### src/rtl/shift_sched_pkg.sv
// Shared definitions for the shift scheduler: shift mode encoding, FSM
// state encoding, the widest single pass the shifter supports, and small
// mode-classification helpers used by the controller.
package shift_sched_pkg;

  // Largest shift the datapath performs in one pass.
  localparam int MAX_STEP = 3;

  // Command mode encoding; 3'b111 is also treated as pass-through.
  typedef enum logic [2:0] {
    MODE_LSL  = 3'b000,
    MODE_LSR  = 3'b001,
    MODE_ASL  = 3'b010,
    MODE_ASR  = 3'b011,
    MODE_ROL  = 3'b100,
    MODE_ROR  = 3'b101,
    MODE_PASS = 3'b110
  } mode_e;

  typedef enum logic [1:0] {
    ST_IDLE  = 2'b00,
    ST_SHIFT = 2'b01,
    ST_RESP  = 2'b10
  } state_e;

  // True for every mode that actually moves bits (LSL..ROR).
  function automatic logic is_shift_mode(input logic [2:0] mode);
    return (mode <= 3'b101);
  endfunction

  // True for the two rotate modes.
  function automatic logic is_rotate_mode(input logic [2:0] mode);
    return (mode == 3'b100) || (mode == 3'b101);
  endfunction

endpackage

### src/rtl/barrel_shift_core.sv
// Combinational 4-bit barrel shifter performing one pass of 0..3 bits.
// Ports:
//   data_i  4-bit operand
//   amt_i   pass shift amount (0..3)
//   mode_i  shift mode (LSL/LSR/ASL/ASR/ROL/ROR, 11x = pass-through)
//   data_o  shifted result
module barrel_shift_core
  import shift_sched_pkg::*;
(
  input  logic [3:0] data_i,
  input  logic [1:0] amt_i,
  input  logic [2:0] mode_i,
  output logic [3:0] data_o
);

  logic [7:0] rot_l_s;
  logic [7:0] rot_r_s;

  // One shift pass selected by mode; rotates use a doubled operand so the
  // wrapped bits fall into the kept nibble.
  always_comb begin
    rot_l_s = {data_i, data_i} << amt_i;
    rot_r_s = {data_i, data_i} >> amt_i;
    data_o  = data_i;
    case (mode_i)
      MODE_LSL, MODE_ASL: data_o = data_i << amt_i;
      MODE_LSR:           data_o = data_i >> amt_i;
      MODE_ASR:           data_o = $signed(data_i) >>> amt_i;
      MODE_ROL:           data_o = rot_l_s[7:4];
      MODE_ROR:           data_o = rot_r_s[3:0];
      default:            data_o = data_i;
    endcase
  end

endmodule

### src/rtl/shift_sched_ctrl.sv
// Round-robin scheduler that shares one 4-bit barrel shifter between
// NUM_REQ requesters. A total shift of 0..15 is executed as repeated passes
// of at most MAX_STEP bits; the result is returned tagged with the id of the
// requester that issued it.
//
// Optional feature (macro SHIFT_SCHED_ROT_SHORTCUT_EN):
//   defined     - ROL/ROR amounts are reduced mod 4 at accept, so a rotate
//                 needs at most one pass (multiples of 4 answer directly).
//   not defined - rotates are sequenced like the other modes.
//
// Ports:
//   clk, rst_n  clock (rising edge), asynchronous active-low reset
//   req_valid   per-requester command valid
//   req_ready   per-requester accept, one-hot or zero, only while idle
//   req_data    4-bit operand per requester
//   req_amt     total shift amount per requester
//   req_mode    3-bit mode per requester
//   rsp_valid   result valid, held until rsp_ready
//   rsp_ready   result consumer ready
//   rsp_data    shifted result
//   rsp_id      id of the requester owning rsp_data
//   busy        high whenever the FSM is not idle
module shift_sched_ctrl
  import shift_sched_pkg::*;
#(
  parameter  int NUM_REQ = 2,
  parameter  int AMT_W   = 4,
  localparam int ID_W    = (NUM_REQ > 1) ? $clog2(NUM_REQ) : 1
)(
  input  logic                     clk,
  input  logic                     rst_n,
  input  logic [NUM_REQ-1:0]       req_valid,
  output logic [NUM_REQ-1:0]       req_ready,
  input  logic [NUM_REQ*4-1:0]     req_data,
  input  logic [NUM_REQ*AMT_W-1:0] req_amt,
  input  logic [NUM_REQ*3-1:0]     req_mode,
  output logic                     rsp_valid,
  input  logic                     rsp_ready,
  output logic [3:0]               rsp_data,
  output logic [ID_W-1:0]          rsp_id,
  output logic                     busy
);

  state_e            state_q, state_d;
  logic [ID_W-1:0]   ptr_q, ptr_d;
  logic [3:0]        work_q, work_d;
  logic [AMT_W-1:0]  rem_q, rem_d;
  logic [2:0]        mode_q, mode_d;
  logic [ID_W-1:0]   id_q, id_d;

  logic              grant_found_s;
  int                grant_idx_s;
  int                scan_idx_s;
  logic [3:0]        sel_data_s;
  logic [AMT_W-1:0]  sel_amt_s;
  logic [2:0]        sel_mode_s;
  logic [AMT_W-1:0]  eff_amt_s;
  logic [1:0]        step_s;
  logic [3:0]        shifted_s;

  // Round-robin search: first valid requester at or after the pointer.
  always_comb begin
    grant_found_s = 1'b0;
    grant_idx_s   = 0;
    scan_idx_s    = 0;
    for (int k = 0; k < NUM_REQ; k++) begin
      scan_idx_s = int'(ptr_q) + k;
      if (scan_idx_s >= NUM_REQ) begin
        scan_idx_s = scan_idx_s - NUM_REQ;
      end else begin
        scan_idx_s = scan_idx_s;
      end
      if (!grant_found_s && req_valid[scan_idx_s]) begin
        grant_found_s = 1'b1;
        grant_idx_s   = scan_idx_s;
      end else begin
        grant_found_s = grant_found_s;
      end
    end
  end

  // Command fields of the granted requester.
  always_comb begin
    sel_data_s = req_data[4*grant_idx_s +: 4];
    sel_amt_s  = req_amt[AMT_W*grant_idx_s +: AMT_W];
    sel_mode_s = req_mode[3*grant_idx_s +: 3];
  end

  // Amount actually sequenced; rotates may be folded to a single pass.
  always_comb begin
    eff_amt_s = sel_amt_s;
`ifdef SHIFT_SCHED_ROT_SHORTCUT_EN
    if (is_rotate_mode(sel_mode_s)) begin
      eff_amt_s = AMT_W'(sel_amt_s[1:0]);
    end else begin
      eff_amt_s = sel_amt_s;
    end
`else
    eff_amt_s = sel_amt_s;
`endif
  end

  // Pass size: the whole remainder if it fits, otherwise a full step.
  always_comb begin
    if (rem_q >= AMT_W'(MAX_STEP)) begin
      step_s = 2'(MAX_STEP);
    end else begin
      step_s = rem_q[1:0];
    end
  end

  barrel_shift_core u_core (
    .data_i (work_q),
    .amt_i  (step_s),
    .mode_i (mode_q),
    .data_o (shifted_s)
  );

  // FSM next state, datapath register updates and accept strobes.
  always_comb begin
    state_d   = state_q;
    ptr_d     = ptr_q;
    work_d    = work_q;
    rem_d     = rem_q;
    mode_d    = mode_q;
    id_d      = id_q;
    req_ready = '0;
    case (state_q)
      ST_IDLE: begin
        if (grant_found_s) begin
          req_ready[grant_idx_s] = 1'b1;
          work_d = sel_data_s;
          mode_d = sel_mode_s;
          id_d   = ID_W'(grant_idx_s);
          rem_d  = eff_amt_s;
          // Nothing to shift: answer directly with the operand unchanged.
          if ((eff_amt_s != '0) && is_shift_mode(sel_mode_s)) begin
            state_d = ST_SHIFT;
          end else begin
            state_d = ST_RESP;
          end
        end else begin
          state_d = ST_IDLE;
        end
      end
      ST_SHIFT: begin
        work_d = shifted_s;
        rem_d  = rem_q - AMT_W'(step_s);
        // Leave on the same edge as the final pass.
        if (rem_q <= AMT_W'(MAX_STEP)) begin
          state_d = ST_RESP;
        end else begin
          state_d = ST_SHIFT;
        end
      end
      ST_RESP: begin
        if (rsp_ready) begin
          state_d = ST_IDLE;
          if (id_q == ID_W'(NUM_REQ - 1)) begin
            ptr_d = '0;
          end else begin
            ptr_d = id_q + ID_W'(1);
          end
        end else begin
          state_d = ST_RESP;
        end
      end
      default: begin
        state_d = ST_IDLE;
      end
    endcase
    // No accept may be signalled while reset is applied.
    if (!rst_n) begin
      req_ready = '0;
    end else begin
      req_ready = req_ready;
    end
  end

  // State and datapath registers.
  always_ff @(posedge clk or negedge rst_n) begin
    if (!rst_n) begin
      state_q <= ST_IDLE;
      ptr_q   <= '0;
      work_q  <= 4'b0000;
      rem_q   <= '0;
      mode_q  <= 3'b000;
      id_q    <= '0;
    end else begin
      state_q <= state_d;
      ptr_q   <= ptr_d;
      work_q  <= work_d;
      rem_q   <= rem_d;
      mode_q  <= mode_d;
      id_q    <= id_d;
    end
  end

  assign rsp_valid = (state_q == ST_RESP);
  assign busy      = (state_q != ST_IDLE);
  assign rsp_data  = work_q;
  assign rsp_id    = id_q;

endmodule
### config.mk
export PLATFORM = sky130hd
export DESIGN_NAME = shift_sched_ctrl
export DESIGN_NICKNAME = d
export VERILOG_FILES = /design/src/rtl/shift_sched_pkg.sv /design/src/rtl/barrel_shift_core.sv /design/src/rtl/shift_sched_ctrl.sv
export SDC_FILE = /design/constraint.sdc
export NUM_CORES = 1
export LEC_CHECK = 0
export ABC_AREA = 1
export BUFFER_PORTS_ARGS = -buffer_cell sky130_fd_sc_hd__buf_2
export CELL_PAD_IN_SITES_DETAIL_PLACEMENT = 1
export CELL_PAD_IN_SITES_GLOBAL_PLACEMENT = 1
export CORE_AREA = 2 2 64 66
export DETAILED_ROUTE_END_ITERATION = 8
export DIE_AREA = 0 0 66 68
export PLACE_DENSITY = 0.83
export SYNTH_ARGS = -nofsm -noshare
export SYNTH_HDL_FRONTEND = slang
export SYNTH_SLANG_ARGS = --single-unit
### constraint.sdc
create_clock -name clk -period 1.8 [get_ports clk]
set_input_delay 0.36 -clock clk [delete_from_list [all_inputs] [get_ports clk]]
set_output_delay 0.36 -clock clk [all_outputs]
set_load 0.01 [all_outputs]
# ---- Yosys cells after proc, flatten, opt, wreduce, memory -nomap -nowiden
# Index checks and enable logic that the tools add are counted.
# Widths: inputs -> output; s select.
dict set report classes {
  addsub 5
  multipliers 1
  n_div 0
  n_lt_le_gt_ge 9
  eq_ne 9
  n_shift 8
  mux 29
  bitwise_logic 0
  n_reduce_logical 14
}
# operator count
set op_table {}
lappend op_table {{$mux 32} 4}
lappend op_table {{$lt 32x3->1 const B} 3}
lappend op_table {{$shiftx 8x32->4} 2}
lappend op_table {{$ge 32x1->1 const B} 1}
lappend op_table {{$mul 3x32->32 const A} 1}
lappend op_table {{$shiftx 6x32->3} 1}
lappend op_table {{$pmux 4 s5} 1}
lappend op_table {{$mux 2} 8}
lappend op_table {{$pmux 4 s2} 2}
lappend op_table {{$mux 1} 10}
lappend op_table {{$mux 4} 2}
lappend op_table {{$shl 8x2->8} 1}
lappend op_table {{$shr 8x2->4} 1}
lappend op_table {{$eq 3x2->1 const B} 2}
lappend op_table {{$eq 3x3->1 const B} 2}
lappend op_table {{$ne 6x1->1 const B} 1}
lappend op_table {{$pmux 2 s3} 1}
lappend op_table {{$reduce_and 2->1} 3}
lappend op_table {{$ge 4x2->1 const B} 1}
lappend op_table {{$le 4x2->1 const B} 1}
lappend op_table {{$reduce_bool 2->1} 2}
lappend op_table {{$reduce_bool 4->1} 1}
lappend op_table {{$shl 4x2->4} 1}
lappend op_table {{$shr 4x2->4} 1}
lappend op_table {{other kinds (20)} 22}
dict set report totals {
  reg_bits 15
  latch_bits 0
  ram_bits 0
  mem_bits_ro 0
  input_bits 27
  output_inout_bits 9
  elab_cells 81
  n_memories 0
}

# ---- Longest topological paths before layout
dict set report logic_depth {
  depth_word 16
  ltp_mapped 12
  mapped_depth_nobuf 12
}

# ---- Modules after synthesis
# From an unflattened synthesis, not the netlist that was laid out.
dict set report unflattened {
  cells_unflattened 221
  hier_area_um2 1343.8
}
# module instances cells_per_inst area_per_inst_um2 seq_area_each_um2
set by_module_without_submodules {}
lappend by_module_without_submodules {shift_sched_ctrl 1 127 924.6 375.4}
lappend by_module_without_submodules {barrel_shift_core 1 94 419.2 0.0}

# ---- Worst setup path before layout
# No wires, ideal clock.
dict set report synth_path {
  path_kind {reg2out}
  start {register state_q[1]}
  end {output port req_ready[0]}
  arrival_ns 1.137
  required_ns 1.440
  path_slack_ns 0.303
  path_stages_with_launch 6
  path_buffers 0
  path_cell_list {dfrtp_1 > nor2_2 > inv_2 > nor2_4 > inv_2 > nor3_1}
}
dict set report synth_via {
  elab_chain_cells 3
}
# item line_no
set synth_lines {}
lappend synth_lines {{from (decl)} shift_sched_ctrl.sv:44} ;# state_e state_q, state_d;
lappend synth_lines {{from (signal assigned)} shift_sched_ctrl.sv:190} ;# state_q <= state_d;
lappend synth_lines {{$logic_not 2->1} shift_sched_ctrl.sv:128} ;# case (state_q)
lappend synth_lines {{$mux 2} shift_sched_ctrl.sv:128}
lappend synth_lines {{$mux 2} shift_sched_ctrl.sv:173} ;# if (!rst_n) begin
lappend synth_lines {{to (decl)} shift_sched_ctrl.sv:33} ;# output logic [NUM_REQ-1:0] req_ready,
# No other way between the ends.

# ---- Worst setup path in the final report
dict set report layout_path {
  start {register state_q[0]}
  end {output port req_ready[0]}
}
# Same word-level chain as after synthesis.

==> results_dict.tcl <==
set metrics [dict create \
    cp_max_fo 6 \
    dr.first_iter.drc_count 52 \
    synth_common_cells "nand2_1 (78), nand3_1 (24), inv_1 (20)" \
    ios 36 \
    vdd_ir_drop_max_v 0.000596 \
    worstMarginPinSlew_ns 0.622 \
    grt_pass1_wl_mm 6.52 \
    rows 23 \
    fin_tns_setup_ns 0 \
    worstHoldPathType "input pin to async pin" \
    async_reset_ff_frac 1.00 \
    cts_root_buf "clkbuf_8" \
    grt_overflow 0 \
    wl_mm 3.87 \
    insertion_delay_ns 0.25 \
    ys_ff_latch 15 \
    period_minus_slack_ns 1.72 \
    finalHoldWorstSlack_ns 0.0500 \
    synth_cells 204 \
    clk_pin_slew_worst_paths_ns 0.07 \
    cts_inserted_buffers 3 \
    grt_max_degree 16 \
    syn_area_sq_um 1280 \
    synth_top_area_frac 0.294 \
    yosys-top-cells-area "dfrtp_1 (29%), nand2_1 (23%), nand3_1 (9.4%)" \
    slew_violations 0 \
    area_growth_pct 25.8 \
    ys_types 27 \
    nets 275 \
    grtUsageTotal 0.188 \
    setup_viol 0 \
    cts_tree "yes" \
    p_leak_nw 0.893 \
    die_w_um 66 \
    fin_skew_ns 0.00671 \
    synth_edf_count 0 \
    antenna_found_initial 0 \
    drv_cap 0 \
    grt_pass1_vias 1417 \
    status "completed" \
    io_buffers 35 \
    vias_per_cell 4.90 \
    fill_cells 555 \
    coreArea_sq_um 3860 \
    synth_area_per_cell_sq_um 6.26 \
    wire_per_inst_um 13.1 \
    gp_congestion 0.861 \
    yosysMostFrequentCell "nand2_1" \
    synth_top_cell_by_area "dfrtp_1" \
    fp.dieH_um 68 \
    period_share 0.957 \
    cp_data_arrival_time_ns 1.36 \
    syn-num-nets 232 \
    synth-main-ff-cell "dfrtp_1" \
    initial_utilization 0.331 \
    dieArea_sq_um 4490 \
    cp-end-kind "output pin" \
    antennaDiodeCount 0 \
    cts_sinks 15 \
    place_hpwl_mm 3.12 \
    p_per_area_nw_per_um2 1840 \
    dr.pass1.iters 4 \
    worstSetupPathType "flip-flop to output pin" \
    yosysSeqAreaShare 0.294 \
    yosys_warnings 0 \
    remaining_drc_errors 0 \
    cp_data_required_time_ns 1.44 \
    slew_headroom 0.581 \
    startpoint_type "flip-flop" \
    htreeDepth 1 \
    num_vias 1449 \
    drive_above_1_share 0.264 \
    max_freq_mhz 580 \
    final_hold_viol_count 0 \
    ant_nets 0 \
    clk_path_buf_depth 2 \
    holdBufCountCts 0 \
]
## cell usage in the layout (no fill, tap or decap)
cell / netlist / final
nand2_1: 78 / 78
buf_2: 3 / 35
nand3_1: 24 / 24
inv_1: 20 / 19
dfrtp_1: 15 / 13
nor2_1: 12 / 12
o21ai_0: 11 / 11
buf_4: 0 / 6
a21oi_1: 5 / 5
inv_2: 4 / 4
nand4_1: 4 / 4
o211ai_1: 4 / 4
nor3_1: 4 / 3
o22ai_1: 3 / 3
clkbuf_8: 0 / 3
nand2_4: 2 / 2
inv_4: 1 / 2
nand3_2: 2 / 2
nor2_4: 1 / 2
dfrtp_2: 0 / 2
nor3_2: 0 / 1
nor2_2: 2 / 1
o21ai_4: 1 / 1
nand2_2: 1 / 1
xor2_1: 1 / 1
a31oi_1: 1 / 1
o21ai_1: 1 / 1
nor2_8: 1 / 1
mux2i_1: 1 / 1
or2_2: 1 / 1
ha_1: 1 / 1
clkinv_2: 0 / 1
## power breakdown
group	total, mW	internal (mW)	switching [mW]	leakage (nW)
registers	0.713	0.514	0.199	0.180
logic	1.97	0.694	1.28	0.687
clock network	0.275	0.153	0.122	0.0255
## metrics by stage
| stage | total power [mW] | util | area (sq um) | std cells | setup WS (ns) |
|---|---|---|---|---|---|
| final | 2.96 | 0.416 | 1610 | 296 | 0.0771 |
| after global routing | 3.32 | 0.416 | 1610 | 296 | -0.0158 |
| after CTS | 2.92 | 0.409 | 1580 | 294 | 0.0106 |
| after detailed placement | 2.61 | 0.395 | 1520 | 289 | 0.199 |
| after global placement | 2.55 | 0.395 | 1520 | 289 | 0.247 |
| after floorplan | 2.06 | - | 1280 | 204 | 0.303 |
## layout make-up
cell class	instances	area [sq um]	area share
Multi-Input combinational cell	161	800	0.498
Sequential cell	15	378	0.235
Timing Repair Buffer	41	220	0.137
Inverter	25	98.8	0.0616
Tap cell	50	62.6	0.0390
Clock buffer	3	41.3	0.0257
Clock inverter	1	5.00	0.00312
## critical path, cell delays in order (launching register included)
cell and delay (ns):
dfrtp_2 0.44, nor2_4 0.14, inv_2 0.06, nor2_4 0.12, inv_2 0.09, nor3_2 0.11
buf_2 0.15
## registers in the layout, indices dropped and copies added, names as in the netlist
signal / cells
rem_q: 4
state_q: 2
mode_q: 3
rsp_id: 1
rsp_data: 4
ptr_q: 1
## routing by layer
layer | wire (um) | vias to the layer above | GRT usage | share of wire
met5 | 0 | - | 0 | 0
met3 | 116 | 4 | 0.0148 | 0.030
li1 | - | 748 | - | -
met2 | 1920 | 38 | 0.338 | 0.50
met1 | 1800 | 659 | 0.242 | 0.46
met4 | 40 | 0 | 0.0561 | 0.010
## what timing repair did
action                                  in CTS  in global routing
setup buffers                                1                  2
resized for setup                            0                  6
gates cloned                                 0                  0
endpoints found under the setup margin       1                  2
pin swaps                                    1                  1
hold endpoints to repair                     0                  0
## final timing paths
| path | from | to | slack, ns | depth (start not counted) |
|---|---|---|---|---|
| worst min register to register | ptr_q | ptr_q | 0.50 | 2 |
| max in group asynchronous | rst_n | state_q[0] | 1.56 | 2 |
| worst min-delay path | rst_n | rsp_id | 0.05 | 2 |
| worst max register to register | rem_q[2] | rsp_data[2] | 0.19 | 10 |
| min in group clk | rsp_ready | ptr_q | 0.40 | 3 |
| worst max-delay path | state_q[0] | req_ready[0] | 0.08 | 6 |
## logic make-up after synthesis
group	share of synthesized area
flops	0.294
simple gates	0.472
fa+ha+maj	0.00980
mux	0.00784
xor+xnor	0.00686
buf+inv	0.0872
compound gates	0.123
No activity file was read; power rests on OpenSTA's default activity.
